## config.mk

```make
export PLATFORM = sky130hd
export DESIGN_NAME = fetch_ctrl
export DESIGN_NICKNAME = d
export VERILOG_FILES = /design/src/rtl/fetch_ctrl.sv
export SDC_FILE = /design/constraint.sdc
export NUM_CORES = 1
export LEC_CHECK = 0
export ABC_AREA = 1
export BUFFER_PORTS_ARGS = -buffer_cell sky130_fd_sc_hd__buf_2
export CORE_MARGIN = 4
export CORE_UTILIZATION = 50
export DETAILED_ROUTE_END_ITERATION = 7
export PLACE_DENSITY_LB_ADDON = 0.15
export SLEW_MARGIN = 20
export SYNTH_ARGS = -nofsm -noshare
export SYNTH_HDL_FRONTEND = slang
export SYNTH_SLANG_ARGS = --single-unit
```

## constraint.sdc

```tcl
create_clock -name clk -period 11.95 [get_ports clk]
set_clock_uncertainty 0.2 [all_clocks]
set_input_delay 1.195 -clock clk [delete_from_list [all_inputs] [get_ports clk]]
set_output_delay 1.195 -clock clk [all_outputs]
set_load 0.02 [all_outputs]
```

## src/rtl/fetch_ctrl.sv

```systemverilog
// Instruction-fetch controller: steers the PC register, issues single-outstanding
// imem fetches and buffers returned {instr, pc} pairs in a 2-entry queue for decode.
module fetch_ctrl #(
    parameter int unsigned m = 32
) (
    input  logic         clk,
    input  logic         reset,
    input  logic [m-1:0] pc_cur,
    output logic [m-1:0] pc_next,
    output logic         imem_req,
    output logic [m-1:0] imem_addr,
    input  logic         imem_ack,
    input  logic [31:0]  imem_rdata,
    input  logic         redirect,
    input  logic [m-1:0] redirect_target,
    output logic         id_valid,
    output logic [31:0]  id_instr,
    output logic [m-1:0] id_pc,
    input  logic         id_ready
);

    typedef enum logic [1:0] {
        IDLE,
        BUSY,
        DROP
    } state_t;

    state_t       state;
    state_t       state_nx;
    logic [1:0]   count;
    logic [1:0]   count_nx;
    logic         head;
    logic         wr_idx;
    logic [m-1:0] addr_q;
    logic         issue;
    logic         accept;
    logic         pop;

    logic [31:0]  q_instr [2];
    logic [m-1:0] q_pc    [2];

    always_comb begin
        state_nx  = state;
        issue     = 1'b0;
        accept    = 1'b0;
        imem_req  = 1'b0;
        imem_addr = addr_q;
        id_valid  = 1'b0;
        pc_next   = '0;
        if (reset) begin
            id_valid = (count != 2'd0) && !redirect;
            pc_next  = pc_cur;
            case (state)
                IDLE: begin
                    imem_addr = pc_cur;
                    if ((count != 2'd2) && !redirect) begin
                        issue    = 1'b1;
                        imem_req = 1'b1;
                        if (imem_ack) begin
                            accept = 1'b1;
                        end else begin
                            state_nx = BUSY;
                        end
                    end
                end
                BUSY: begin
                    imem_req = 1'b1;
                    if (imem_ack) begin
                        state_nx = IDLE;
                        accept   = !redirect;
                    end else if (redirect) begin
                        state_nx = DROP;
                    end
                end
                DROP: begin
                    imem_req = 1'b1;
                    if (imem_ack) begin
                        state_nx = IDLE;
                    end
                end
                default: state_nx = IDLE;
            endcase
            if (redirect) begin
                pc_next = redirect_target;
            end else if (accept) begin
                pc_next = pc_cur + m'(4);
            end
        end
    end

    assign pop = id_valid && id_ready;

    // With one entry queued the free slot is the other one, so write index is head ^ count[0].
    assign wr_idx = head ^ count[0];

    always_comb begin
        count_nx = count + {1'b0, accept} - {1'b0, pop};
        if (redirect) begin
            count_nx = '0;
        end
    end

    always_ff @(posedge clk or negedge reset) begin
        if (!reset) begin
            state  <= IDLE;
            count  <= '0;
            head   <= 1'b0;
            addr_q <= '0;
        end else begin
            state <= state_nx;
            count <= count_nx;
            if (issue) begin
                addr_q <= pc_cur;
            end
            if (redirect) begin
                head <= 1'b0;
            end else if (pop) begin
                head <= ~head;
            end
        end
    end

    always_ff @(posedge clk) begin
        if (accept) begin
            q_instr[wr_idx] <= imem_rdata;
            q_pc[wr_idx]    <= imem_addr;
        end
    end

    assign id_instr = q_instr[head];
    assign id_pc    = q_pc[head];

endmodule

```

==> qor.yml <==
hold_path:
  whs_path_depth: 2
  min-delay-start: "addr_q[12]$_DFFE_PN0P_"
  hp-class: "reg -> reg"
  hold_end: "addr_q[12]$_DFFE_PN0P_"
place:
  dpl.hpwl_um: 14400
  placed_area_um2: 9370
  gp_congestion: 0.888
  numPlacedInstances: 1304
  io_buffers: 230
floorplan:
  die_area_um2: 18200
  die_width_um: 135
  start_util: 0.509
  core_um2: 15800
  boundaryPins: 231
  die_h_um: 135
  num_rows: 46
setup_path:
  r2r_slack_ns: 8.46
  arrival_ns: 3.22
  reg2reg_from: "state[1]$_DFFE_PN0P_"
  r2r_end: "q_pc[1][30]$_DFFE_PP_"
  worstPathRequired_ns: 10.56
  cpMostUsedCell: "buf_2"
  cp_cell_sequence: "buf_2 -> buf_4 -> nand2_4 -> o21ai_0 -> buf_2"
  worstRegToRegCells: 7
  crit_path_start_kind: "input pin"
  crit_fanout: 64
  worstSetupEndpointType: "output port"
  cpMaxStageDelayCell: "buf_4"
  slowest_delay_ns: 0.58
  critPathKind: "in -> out"
yosys:
  synth_top_cell_by_area: "edfxtp_1"
  synth_edf_count: 128
  syn_area_per_cell_um2: 9.05
  yosysMostFrequentCell: "nand2_1"
  synthArstFlopShare: 0.224
  ys_ff_latch: 165
  synth_common_cells: "nand2_1, edfxtp_1, o21ai_0"
  ys.flop_type: "edfxtp_1"
  postSynthCellCount: 891
  synthDistinctLibCells: 39
  syn_nets: 1000
  synth_top_cell_area_share: 0.477
  ys_seq_area_frac: 0.592
  yosys_warnings: 0
  synth_area_um2: 8060
  ys_top_cells_by_area: "edfxtp_1, nand2_1, dfrtp_1, o21ai_0, inv_1"
job:
  cap_violations: 0
timing:
  tightest_slew_ns: 1.07
  layout_min_cycle_time_ns: 4.61
  slew_violations: 0
  finalHoldViolations: 0
  relSlewSlack: 0.288
  finalCritPeriodShare: 0.386
  hold-worst-slack_ns: 0.288
  finalSetupViolCount: 0
  rsz0062_at_grt: "false"
  fin_setup_tns_ns: 0
  fmax_ghz: 0.217
drt:
  firstDrtPassIters: 5
  drtAntennaViolNets: 0
  drt_iter0_drc: 488
  drcViolationCount: 0
  viasPerCell: 4.98
  wl_per_cell_um: 15.5
  num_vias: 6663
  totalWireLength_um: 20800
power:
  seqPwrFrac: 0.429
  p_total_uw: 1810
  p_sw_uw: 644
  vdd_drop_max_mv: 0.104
  switching_share: 0.355
  p_int_uw: 1170
  clock_power_share: 0.285
  powerDensity_nw_per_um2: 182
  cellLeakagePower_uw: 0.00469
  combinationalPowerShare: 0.286
cts:
  cts_setup_buffers: 0
  clk_pin_slew_ns: 0.06
  cts_made_buffers: 17
  holdBufCountCts: 0
  cts_tree: "yes"
  clk_latency_ns: 0.43
  root_buffer: "clkbuf_16"
  cts_resized: 0
  cts.htree.levels: 4
  clk_path_buf_depth: 2
  cts_sinks: 165
global_routing:
  grt_pass1_wl_um: 31900
  first_global_vias: 6343
  grt_start_max_net_pins: 67
  globalRouteOverflowTotal: 0
  track_usage: 0.226
  antenna_found_initial: 2
finish:
  layout.nets: 1216
  fill_cells: 1302
  fin_area_um2: 9950
  multiInputGateArea_um2: 2860
  layout.cells.non_filler: 1338
  seqCellArea_um2: 4770
  synthToLayoutAreaGrowth_pct: 23.4
  drive_gt1_frac: 0.275
status:
  outcome: "finished, final reports clean"
routing by layer:
metal / vias up / wire length [µm] / track usage
li1: 3346 / - / -
met5: - / 0 / 0
met4: 0 / 432 / 0.0829
met1: 3014 / 9080 / 0.304
met2: 266 / 9560 / 0.358
met3: 37 / 1680 / 0.0577
state kept, by name, indices dropped and copies added, names as in the netlist:
register	cells
state	2
q_instr	64
count	2
head	1
addr_q	32
q_pc	64
cell families (layout without fill, tap and decap cells):
logic type,Yosys count,count (layout),synth area share
other,0,2,0
AND/OR/NAND/NOR,484,484,0.255
adder cells (fa/ha/maj),8,8,0.0124
XOR/XNOR,7,7,0.00761
AO/OA/AOI/OAI,112,112,0.0753
flip-flops,165,165,0.592
buffers and inverters,115,344,0.0576
cell type report:
class | instances | share of cell area
Clock inverter | 14 | 0.0140
Sequential cell | 165 | 0.480
Tap cell | 216 | 0.0272
Timing Repair Buffer | 235 | 0.119
Clock buffer | 18 | 0.0431
Inverter | 77 | 0.0292
Multi-Input combinational cell | 611 | 0.287
Antenna cell | 2 | 0.000503
worst max-delay path, delay by kind of cell:
kind	cells	cell delay (ns)
AO/OA/AOI/OAI	1	0.50
AND/OR/NAND/NOR	1	0.57
buffers and inverters	3	0.90
power by group through the flow:
stage	Combinational [µW]	Sequential, µW	Clock (µW)
final	517	777	517
after global routing	573	785	546
after CTS	521	777	525
after detailed placement	520	787	0
after global placement	506	787	0
after floorplan	347	777	0
metrics by stage:
step / utilization / setup WS, ns
after CTS: 0.628 / 6.86
after global placement: 0.592 / 7.02
after floorplan: - / 6.71
after global routing: 0.629 / 7.10
final: 0.629 / 7.34
after detailed placement: 0.592 / 6.88
cells in the final DEF (no fill, tap or decap), drive strengths merged, types with 4 or more instances in the layout:
master	instances
a21oi	14
a31oi	5
buf	235
clkbuf	18
clkinv	4
clkinvlp	5
dfrtp	37
edfxtp	128
ha	8
inv	82
nand2	353
nand3	46
nand4	9
nor2	73
o21ai	88
xor2	5
how the worst max path moves through the flow:
stage | startpoint | endpoint | slack (ns)
6_report | reset | imem_addr[6] | 7.34
5_1_grt | reset | imem_addr[4] | 7.10
4_1_cts | reset | imem_addr[6] | 6.86
3_5_place_dp | reset | imem_addr[6] | 6.88
3_3_place_gp | reset | imem_addr[9] | 7.02
2_1_floorplan | imem_ack | q_instr[0][0]$_DFFE_PP_ | 6.71
(Power assumes the default switching activity.)
